$ cat config.mk
export PLATFORM = sky130hd
export DESIGN_NAME = seq_divider_16bit
export DESIGN_NICKNAME = d
export VERILOG_FILES = /design/src/rtl/seq_divider_16bit.sv
export SDC_FILE = /design/constraint.sdc
export NUM_CORES = 1
export LEC_CHECK = 0
export CAP_MARGIN = 20
export CORE_MARGIN = 2
export CORE_UTILIZATION = 50
export DETAILED_ROUTE_END_ITERATION = 6
export GPL_ROUTABILITY_DRIVEN = 0
export PLACE_DENSITY_LB_ADDON = 0.2
export SLEW_MARGIN = 20
export SYNTH_ARGS = -nofsm -noshare
export SYNTH_HDL_FRONTEND = slang
export SYNTH_SLANG_ARGS = --single-unit
$ cat constraint.sdc
create_clock -name clk -period 4.81 [get_ports clk]
set_clock_uncertainty 0.1 [all_clocks]
set_input_delay 0.962 -clock clk [delete_from_list [all_inputs] [get_ports clk]]
set_output_delay 0.962 -clock clk [all_outputs]
set_load 0.02 [all_outputs]
$ cat src/rtl/seq_divider_16bit.sv
// seq_divider_16bit: restoring sequential unsigned divider, one quotient bit per clock
// Ports:
//   clk       - system clock, all state updates on the rising edge
//   rst       - synchronous active-high reset
//   start     - begin a division; only sampled in IDLE
//   dividend  - unsigned numerator, captured with an accepted start
//   divisor   - unsigned denominator, captured with an accepted start
//   quotient  - unsigned quotient, valid with done and held until the next accepted start
//   remainder - unsigned remainder, valid with done and held until the next accepted start
//   busy      - high while iterating (CALC)
//   done      - one-cycle pulse when results are valid
//   div_zero  - the last accepted divisor was zero
module seq_divider_16bit #(
    parameter int WIDTH = 16
) (
    input  logic             clk,
    input  logic             rst,
    input  logic             start,
    input  logic [WIDTH-1:0] dividend,
    input  logic [WIDTH-1:0] divisor,
    output logic [WIDTH-1:0] quotient,
    output logic [WIDTH-1:0] remainder,
    output logic             busy,
    output logic             done,
    output logic             div_zero
);
    localparam int CW = $clog2(WIDTH) + 1;
    typedef enum logic [1:0] {IDLE, CALC, DONE} state_t;
    state_t           state;
    logic [WIDTH-1:0] dvd;
    logic [WIDTH-1:0] dvs;
    logic [CW-1:0]    cnt;
    logic [WIDTH:0]   shifted;
    logic [WIDTH:0]   diff;
    // The partial remainder register doubles as the remainder output; a set
    // top bit of diff is the borrow of the trial subtraction.
    always_comb begin
        shifted = {remainder, dvd[WIDTH-1]};
        diff    = shifted - {1'b0, dvs};
    end
    always_ff @(posedge clk) begin
        if (rst) begin
            state     <= IDLE;
            quotient  <= '0;
            remainder <= '0;
            busy      <= 1'b0;
            done      <= 1'b0;
            div_zero  <= 1'b0;
            cnt       <= '0;
            dvd       <= '0;
            dvs       <= '0;
        end else begin
            case (state)
                IDLE: begin
                    if (start && divisor != '0) begin
                        dvd       <= dividend;
                        dvs       <= divisor;
                        quotient  <= '0;
                        remainder <= '0;
                        cnt       <= '0;
                        div_zero  <= 1'b0;
                        busy      <= 1'b1;
                        state     <= CALC;
                    end else if (start) begin
                        quotient  <= '1;
                        remainder <= dividend;
                        div_zero  <= 1'b1;
                        done      <= 1'b1;
                        state     <= DONE;
                    end
                end
                CALC: begin
                    remainder <= diff[WIDTH] ? shifted[WIDTH-1:0] : diff[WIDTH-1:0];
                    quotient  <= {quotient[WIDTH-2:0], ~diff[WIDTH]};
                    dvd       <= {dvd[WIDTH-2:0], 1'b0};
                    // Counter holds at its final value so it never wraps.
                    if (cnt == CW'(WIDTH - 1)) begin
                        busy  <= 1'b0;
                        done  <= 1'b1;
                        state <= DONE;
                    end else begin
                        cnt <= cnt + 1'b1;
                    end
                end
                DONE: begin
                    done  <= 1'b0;
                    state <= IDLE;
                end
                default: state <= IDLE;
            endcase
        end
    end
endmodule

==> reports/results.md <==
| Group | Quantity | Value |
|:---|:---|:---|
| status | Run status | completed |
| clock network | Clk Tree Root Cell | clkbuf_8 |
| sta | Maximum clock rate | 0.2900 GHz |
| worst setup path | Endpoint of the worst register-to-register path | remainder[0] |
| synthesis | Most used DFF post-synth | dfxtp_1 |
| drt | WL final | 10240 um |
| clock network | CTS Buffer Depth | 2 |
| worst setup path | Crit start category | input port |
| die | Die Span Y | 93.22 um |
| sta | Pin slew with the least headroom to its limit | 0.9198 ns |
| grt | Initial antenna violation count | 0 |
| die | Number of placed I/O pins | 70 |
| pwr | Power per cell area | 448.6 nW/um2 |
| drt | Routed wirelength normalized by instance count | 15.71 um |
| drt | Number of DRC violations after detailed-routing iteration 0 | 188 |
| sta | Hold violation total from the final report | 0 |
| grt | Global-route wire length before repair | 16550 um |
| drt | Total vias in the final route | 3808 |
| clock network | Post-cts sizing count | 0 |
| drt | TritonRoute pass-1 iters | 6 |
| grt | Global Route Usage Sum | 23.72% |
| worst setup path | Cell class contributing the biggest share of worst-path delay | simple AND/OR/NAND/NOR gates |
| sta | Max-slew violation count | 0 |
| synthesis | Share of synthesized cell area in and, or, nand and nor gates | 18.33% |
| die | Die span in x | 93.22 um |
| worst setup path | Cell at the slowest stage of the critical path | nor2_1 |
| drt | Residual antenna-violating net count after detailed routing | 0 |
| final layout | Count of antenna diodes in the layout | 0 |
| drt | Via density per instance | 5.840 |
| synthesis | Avg Synthesized Cell Area | 8.041 um2 |
| worst setup path | Required arrival time at the worst endpoint | 4.99 ns |
| synthesis | Adder-cell share of the synthesized area | 6.162% |
| placed design | Buffers added on ports | 69 |
| pwr | Leakage power of the design | 1.850 nW |
| grt | Routing usage on met2 | 39.45% |
| flow run | Max-cap violation count | 0 |
| die | Num rows | 32 |
| synthesis | Count of flip-flops with a built-in enable after synthesis | 0 |
| synthesis | Share of synthesized area occupied by flip-flops and latches | 37.22% |
| synthesis | Synth Warn # | 0 |
| sta | Aggregate negative setup slack | 0 ns |
| sta | Final setup violation count | 0 |
| synthesis | Synth cell types | 55 |
| clock network | TritonCTS clock tree | built |
| grt | Fraction of met3 tracks used by global routing | 4.029% |
| worst setup path | Worst reg2reg startpoint | dvd[15] |
| synthesis | Main combinational cell family by area after synthesis | compound AO/OA/AOI/OAI gates |
| worst setup path | Cell-by-cell listing of the critical path | clkdlybuf4s50_1 -> nor4_1 -> nand4_1 -> and2_1 -> buf_4 -> nor2_1 -> nand2_1 -> a21oi_1 |
| worst setup path | Depth of the most critical reg-to-reg path | 10 |
| sta | Final worst-path cycle share | 71.68% |
| hold path | Number of cells on the worst hold path | 2 |
| worst setup path | Worst reg2reg setup slack | 1.47 ns |
| grt | Number of global-route vias before repair | 3501 |
| grt | Met1 demand-to-capacity share in global routing | 31.85% |
| grt | Total grt overflow | 0 |
| synthesis | Synth Instances | 495 |
| synthesis | Flip-flop and latch count after synthesis | 74 |
| clock network | Number of buffers inserted during clock tree synthesis | 9 |
| worst setup path | Crit path largest cell delay | 0.75 ns |
| drt | DRC errors left | 0 |
| sta | RSZ-0062 raised after global routing | no |
| die | Die area | 8690 um2 |
| hold path | Startpoint of the worst hold path | dvd[6] |
| worst setup path | Type of the worst setup path | input port to flop |
| die | Initial Utilization | 51.51% |
| final layout | Share of final-layout standard cells stronger than drive strength 1 | 5.636% |
| synthesis | Parity-gate share of the synthesized area counting xor and xnor cells | 3.332% |
| clock network | Source-to-sink clock delay at the later pin of the worst-skew pair | 0.35 ns |
| clock network | Post CTS Setup Buffer Count | 0 |
| clock network | Post-CTS Hold Buffers | 0 |
| pwr | Final total power | 2.180 mW |
| worst setup path | Number of buffer and inverter instances along the worst setup path | 2 |
| grt | Maximum number of pins on one net before global-route repair | 75 |
| die | Core region area | 7727 um2 |
| sta | Post-layout minimum cycle time | 3.448 ns |
| hold path | Hold Path End | dvd[6] |
| final layout | Layout filler cell count | 688 |
| clock network | CTS clock-pin slew for the worst setup and hold paths | 0.08 ns |
| worst setup path | Crit end category | flop |
| worst setup path | Maximum fanout along the worst path | 37 |
| pwr | VDD IR-drop max | 0.1988 mV |
| final layout | Layout overhead on the synthesized area | 22.10% |
| synthesis | Async SR Flop Fraction | 0% |
| synthesis | Portion of netlist area occupied by mux cells | 2.326% |
| synthesis | Post-synthesis compound-gate area fraction | 26.56% |
| placed design | Half-perimeter wire length of the detailed placement result | 7272 um |
| hold path | Worst min-delay path class | flop to flop |
| synthesis | Post-synthesis net count | 549 |
| sta | Worst slew margin relative to its limit | 38.45% |
| synthesis | Syn Std Cell Area | 3980 um2 |
| final layout | Number of nets in the finished design | 599 |
| worst setup path | Arrival time of the worst setup path | 3.63 ns |
| clock network | TritonCTS sink count | 74 |
| grt | Highest-utilization routing layer at the global route stage | met2 |
| clock network | Total number of H-tree levels | 3 |
state kept, by name, summed over array words and instances, names as in the netlist:
signal,flops
remainder,16
quotient,16
cnt,5
dvs,16
div_zero,1
dvd,16
state,2
busy,1
done,1
cell usage in the layout (no fill, tap or decap), drive strengths merged, types with 8 or more instances in the layout:
master,count
nor2,29
clkbuf,10
nor3,8
dfxtp,74
a22oi,33
a21oi,81
o22ai,8
ha,18
nand2,66
o21ai,12
nand2b,9
nand3,11
clkdlybuf4s50,68
inv,25
and3,12
area by class of cell:
class                           instances  area (um2)  share of cell area (%)
Sequential cell                        74        1481                   30.48
Clock inverter                          6       65.06                   1.339
Tap cell                              102       127.6                   2.626
Inverter                               24       90.09                   1.854
Timing Repair Buffer                   72       708.2                   14.57
Clock buffer                           10       127.6                   2.626
Multi-Input combinational cell        364        2260                   46.50
worst register-to-register path, stage by stage, from the launching register on:
cell and delay (ns):
dfxtp_1 0.35, inv_1 0.07, ha_1 0.24, fa_1 0.40
nand2b_1 0.19, a21oi_1 0.26, o31a_1 0.34, o21ai_4 0.12
xor2_4 0.63, mux2_2 0.42, o22ai_1 0.13
routing by layer:
layer	share of wire, %	up-vias	wire [um]
met5	0	-	0
met4	1.2	0	125
met3	4.7	10	486
met2	48	123	4872
met1	46	1796	4756
li1	-	1879	-
power by group:
group	internal [mW]	total [mW]	leakage, nW	switching (mW)
Sequential	0.664	0.716	0.604	0.0519
Combinational	0.420	0.977	1.15	0.557
Clock	0.241	0.487	0.0966	0.246
Total	1.32	2.18	1.85	0.855
through the flow:
stage	hold slack [ns]	utilization (%)	std cells	worst slack (ns)	instance area, um2
3_5_place_dp	0.3460	60.40	636	1.069	4667
5_1_grt	0.3791	62.89	652	1.139	4860
2_1_floorplan	0.3360	-	495	2.214	3980
6_report	0.3579	62.89	652	1.362	4860
3_3_place_gp	0.3413	60.40	636	1.162	4667
4_1_cts	0.3579	62.89	652	1.396	4860
worst max path at each step:
stage	start	end	slack [ns]	cells after the start
2_1_floorplan	remainder[0]	remainder[7]	2.21	10
3_5_place_dp	divisor[12]	dvd[11]	1.07	8
4_1_cts	divisor[12]	dvd[11]	1.40	8
5_1_grt	divisor[12]	dvd[2]	1.14	8
3_3_place_gp	divisor[12]	dvd[1]	1.16	8
6_report	divisor[12]	dvd[11]	1.36	8
synth_stat cells, types with 2 or more instances:
cell      count  area share (%)
a21oi_1      77             9.7
dfxtp_1      74              37
nand2_1      66             6.2
a22oi_1      33             6.2
nor2_1       29             2.7
clkbuf_1     25             2.4
inv_1        24             2.3
ha_1         18             5.7
and3_1       12             1.9
nand3_1      11             1.4
o21ai_0      10             1.3
nand2b_1      9             1.4
nor3_1        8             1.0
o22ai_1       8             1.3
mux2i_1       7             1.8
a31oi_1       6            0.94
nand4_1       6            0.94
xnor2_1       6             1.3
xor2_1        6             1.3
a21o_1        4            0.75
nor2b_1       4            0.63
nor4_1        4            0.63
a21oi_2       3            0.66
a311o_1       3            0.75
buf_1         3            0.28
buf_6         3            0.85
o31ai_1       3            0.57
a211oi_1      2            0.38
mux2_2        2            0.57
nand3b_1      2            0.38
o221ai_1      2            0.44
or3_1         2            0.31
cells by family (layout without fill, tap and decap cells):
kind of cell | after synthesis | in the layout
XOR/XNOR | 13 | 13
buffers and inverters | 57 | 112
adder cells (fa/ha/maj) | 19 | 19
multiplexers | 9 | 9
AO/OA/AOI/OAI | 166 | 166
AND/OR/NAND/NOR | 157 | 157
flip-flops | 74 | 74
Power figures use the tool's default switching activity.
==> RTL edit 1: new RTL, same flow settings <==
Put one more register stage on the output `quotient`, without a reset. The value now appears one clock later. The other outputs are not delayed to match.
--- a/src/rtl/seq_divider_16bit.sv
+++ b/src/rtl/seq_divider_16bit.sv
@@ -28,2 +28,4 @@
     typedef enum logic [1:0] {IDLE, CALC, DONE} state_t;
+
+    logic [WIDTH-1:0] quotient_s0;
     state_t           state;
@@ -43,3 +45,3 @@
             state     <= IDLE;
-            quotient  <= '0;
+            quotient_s0 <= '0;
             remainder <= '0;
@@ -57,3 +59,3 @@
                         dvs       <= divisor;
-                        quotient  <= '0;
+                        quotient_s0 <= '0;
                         remainder <= '0;
@@ -64,3 +66,3 @@
                     end else if (start) begin
-                        quotient  <= '1;
+                        quotient_s0 <= '1;
                         remainder <= dividend;
@@ -73,3 +75,3 @@
                     remainder <= diff[WIDTH] ? shifted[WIDTH-1:0] : diff[WIDTH-1:0];
-                    quotient  <= {quotient[WIDTH-2:0], ~diff[WIDTH]};
+                    quotient_s0 <= {quotient_s0[WIDTH-2:0], ~diff[WIDTH]};
                     dvd       <= {dvd[WIDTH-2:0], 1'b0};
@@ -92,2 +94,6 @@
     end
+    always_ff @(posedge clk) begin
+        quotient <= quotient_s0;
+    end
+
 endmodule
Behaviour: not the same (Yosys sat finds a counterexample within 4 cycles, from zero or initial values and one cycle with rst high).
==> RTL edit 1 against the unedited design <==
Final area rose by 7.0%. Total power rose by 5.9%. Synthesized area rose by 7.7%. Worst setup slack got worse by 12 ps. Count of clock-buffer cells in the layout fell by 1. Wire length rose by 5.0%. Sequential cell count rose by 16.
==> RTL edit 1: results (changes against the unedited design) <==
Yosys
  • Distinct cells, synth: 49 (-11%)
  • Synth area leaders: dfxtp_1 42%, a21oi_1 8.8%, nand2_1 6.7%
  • Commonest cells in the netlist: 90 x dfxtp_1, 77 x nand2_1, 75 x a21oi_1, 30 x a22oi_1, 29 x clkbuf_1
  • Post-synthesis sequential area ratio: 0.420 (+0.0480)
  • Syn Inst Count: 522 (+5.5%)
  • Ys async rst share: 0 (unchanged)
  • Syn Nets: 576 (+4.9%)

Global route
  • GR Layer Usage met2: 0.366 (-0.0286)
  • M3 GR Usage: 0.0354 (-0.00489)
  • Antenna violations before repair: 0 (unchanged)
  • Pin count of the biggest net entering global routing: 54 (-28%)
  • Met1 global-route usage: 0.308 (-0.0107)
  • First-pass GRT wire length: 17.5 mm (+5.8%)
  • GR Util All Layers: 0.227 (-0.0102)
  • Number of global-route vias before repair: 3652 (+4.3%)

Placement
  • Setup WS pre-CTS: 1050 ps (-14.6 ps)
  • Detailed placer's ending HPWL: 7.67 mm (+5.4%)
  • Cell Area, Placed: 4990 um^2 (+7.0%)
  • Placed Cells: 664 (+4.4%)

Pwr
  • Internal Pwr Total: 1.40 mW (+5.3%)
  • Max IR drop VDD: 0.000198 V (-0.50%)
  • Static leakage: 1.89 nW (+2.4%)

Critical path
  • Max stage delay on crit path: 900 ps (+150 ps)
  • Critical Path Source: divisor[10]
  • Slowest CP cell: a21oi_1
  • Arr. time, crit path: 3640 ps (about the same)
  • FF-to-FF Start: remainder[12]
  • Top fanout value on the critical path: 14 (-62%)

Layout
  • Final #Nets: 624 (+4.2%)
  • Fill count: 754 (+9.6%)
  • Layout cells sized above 1: 0.0487 (-0.00767)
  • Non-filler instance count after layout: 680 (+4.3%)

Timing
  • Setup ws final: 1350 ps (-11.8 ps)
  • Hold slack final: 270 ps (-88.3 ps)
  • Relative slew slack: 0.302 (-0.0830)

CTS
  • Clk root buf: clkbuf_8
  • Worst-path clk slew: 100 ps (+20 ps)

Drt
  • Post-Route WL: 10.8 mm (+5.0%)
  • Drt first-iter violations: 278 (+48%)
  • Vias per cell: 5.91 (+1.1%)
  • DRT Pass-1 Iters: 5 (-1)

Status
  • Status: finished clean

Min path
  • Hold_sp: quotient_s0[15]
[RTL edit 1: cells by family after synthesis]
group	count (synthesis)	share of synthesized area
muxes	2	0.00467
and+or+nand+nor	171	0.185
DFF	90	0.420
buffers and inverters	61	0.0572
xor gates and xnor gates	12	0.0245
adders and majority gates	19	0.0572
AOI/OAI and AO/OA	167	0.252
[RTL edit 1: per-layer routing]
metal  vias up  wire [um]
met4         0        289
met2       140       4980
met3        27        538
met1      1879       4950
met5         -          0
li1       1971          -
[RTL edit 1: final timing paths]
kind | to | cells past startpoint
worst max-delay path | remainder[12] | 7
worst min-delay path | quotient[15] | 0
worst max register to register | remainder[1] | 7
worst min register to register | quotient[15] | 0
[RTL edit 1: power by group through the flow]
| stage | Clock, mW | Combinational, mW | Sequential [mW] |
|---|---|---|---|
| after floorplan | 0 | 0.637 | 0.901 |
| after global placement | 0 | 0.882 | 0.876 |
| after detailed placement | 0 | 0.900 | 0.877 |
| after CTS | 0.534 | 0.911 | 0.861 |
| after global routing | 0.566 | 1.01 | 0.868 |
| final | 0.522 | 0.925 | 0.861 |
[RTL edit 1: final cells by class]
| type | count | area, um^2 | share of cell area |
|---|---|---|---|
| Inverter | 24 | 90.1 | 0.0173 |
| Multi-Input combinational cell | 371 | 2250 | 0.432 |
| Timing Repair Buffer | 74 | 723 | 0.139 |
| Tap cell | 105 | 131 | 0.0253 |
| Clock buffer | 9 | 124 | 0.0238 |
| Sequential cell | 90 | 1800 | 0.347 |
| Clock inverter | 7 | 81.3 | 0.0156 |
[RTL edit 1: worst reg2reg max path, cell delays in order (launching register included)]
cell	delay, ps
dfxtp_1	380
ha_1	480
nand4_1	170
or4_1	540
a21o_1	190
and3b_4	230
o21ai_0	820
o221ai_1	260
==> RTL edit 2: new RTL, config.mk and constraints unchanged <==
Made on the original files. The parameter `WIDTH` goes from 16 to 32.
--- a/src/rtl/seq_divider_16bit.sv
+++ b/src/rtl/seq_divider_16bit.sv
@@ -13,3 +13,3 @@
 module seq_divider_16bit #(
-    parameter int WIDTH = 16
+    parameter int WIDTH = 32
 ) (
Interface: changed (resized dividend, divisor, quotient and remainder); port bits go from 70 to 134. The function was not compared with the original's and may differ.
==> RTL edit 2 against the unedited design <==
Sequential cell count rose by 65. Final area rose by 98%. Worst setup slack got worse by 190 ps. Wire length rose by 110%. Non-clock buffer count rose by 77. Fmax fell by 5.1%. Total power rose by 110%. Synthesized area rose by 89%. Highest routed layer unchanged.
==> RTL edit 2: results (changes against the unedited design) <==
Pwr
  • Max IR drop VDD: 0.000282 V (+42%)
  • Static leakage: 3.58 nW (+93%)

Global route
  • GR Util All Layers: 0.267 (+0.0302)
  • Number of global-route vias before repair: 6981 (+99%)
  • First-pass GRT wire length: 35.0 mm (+110%)

Layout
  • Non-filler instance count after layout: 1250 (+92%)
  • Layout cells sized above 1: 0.0629 (+0.00649)
  • Final #Nets: 1154 (+93%)
  • Fill count: 1238 (+80%)
  • Multi-input logic area: 4360 um^2 (+93%)

Critical path
  • Critical Path Source: divisor[16]
  • Top fanout value on the critical path: 13 (-65%)
  • Arr. time, crit path: 3900 ps (+270 ps)
  • Slowest CP cell: nor4_1
  • Register-to-Register Setup Slack: 1200 ps (-270 ps)

Yosys
  • Syn Inst Count: 950 (+92%)
  • Distinct cells, synth: 63 (+15%)
  • Post-synthesis sequential area ratio: 0.370 (-0.00228)
  • Syn Nets: 1051 (+91%)
  • Commonest cells in the netlist: 163 x a21oi_1, 139 x dfxtp_1, 132 x nand2_1, 69 x a22oi_1, 49 x clkbuf_1

Drt
  • Vias per cell: 5.95 (+1.9%)
  • Wire per inst: 17.1 um (+8.8%)
  • DRT Pass-1 Iters: 5 (-1)

Timing
  • Worst Max-Slew Pin Slew: 862 ps (-58.0 ps)

Placement
  • Detailed placer's ending HPWL: 14.8 mm (+100%)
  • Number of I/O port buffers: 133 (+93%)

Status
  • Status: finished clean

CTS
  • Total CTS buffers: 17 (+8)
==> RTL edit 2: cell types whose count changed in the layout (fill, tap and decap cells not counted), moves of 13 or more <==
cell             change
clkdlybuf4s50_1     +64
nand3_1             +31
a22oi_1             +36
ha_1                +15
o21bai_1            +18
dfxtp_1             +65
clkbuf_16           +17
inv_1               +16
buf_4               +13
a21oi_1             +85
nand2_1             +66
==> RTL edit 2: stage by stage <==
stage	power [mW]	instance area [um^2]	hold slack (ps)
global placement	3.16	8990	342
global route	4.78	9600	370
detailed placement	3.17	8990	347
CTS	4.53	9600	355
floorplan	2.68	7520	336
finish	4.54	9600	354
==> RTL edit 2: worst paths after layout <==
kind                   end  depth (start not counted)
min reg2reg         dvd[4]                          2
max reg2reg  remainder[30]                         13
min                 dvd[4]                          2
max          remainder[19]                         10
==> RTL edit 2: cell type report <==
type,instances,area share
clock buffers,19,0.0461
clock inverters,13,0.0175
inverters,40,0.0156
multi-input cells,706,0.455
flip-flops and latches,139,0.290
well taps,184,0.0240
repair buffers,149,0.152
==> RTL edit 2: routing by layer <==
metal,track usage,share of wire
met5,0,0
met3,0.0730,0.073
met2,0.439,0.47
met1,0.340,0.44
met4,0.0905,0.023
==> RTL edit 2: logic make-up (layout without fill, tap and decap cells) <==
group,after synthesis,in the layout,synth area share
AO/OA/AOI/OAI,352,352,0.296
AND/OR/NAND/NOR,278,278,0.167
flip-flops,139,139,0.370
buffers and inverters,105,221,0.0547
adder cells (fa/ha/maj),34,34,0.0576
XOR/XNOR,27,27,0.0349
multiplexers,15,15,0.0200
==> RTL edit 2: worst reg2reg max path, stage by stage (launching register included) <==
cell and delay (ps):
dfxtp_1 320, inv_1 100, ha_1 200, fa_1 220
nor2b_1 70, o31ai_1 390, a21oi_1 200, a311o_2 480
o21ai_4 290, o21ai_4 140, xor2_4 160, buf_4 330
mux2i_1 160, a2111oi_2 360
==> RTL edit 2: power breakdown <==
part           switching (mW)  leakage (nW)  internal, mW
logic                    1.08          2.16         0.761
registers              0.0941          1.14          1.25
clock network           0.527         0.282         0.832
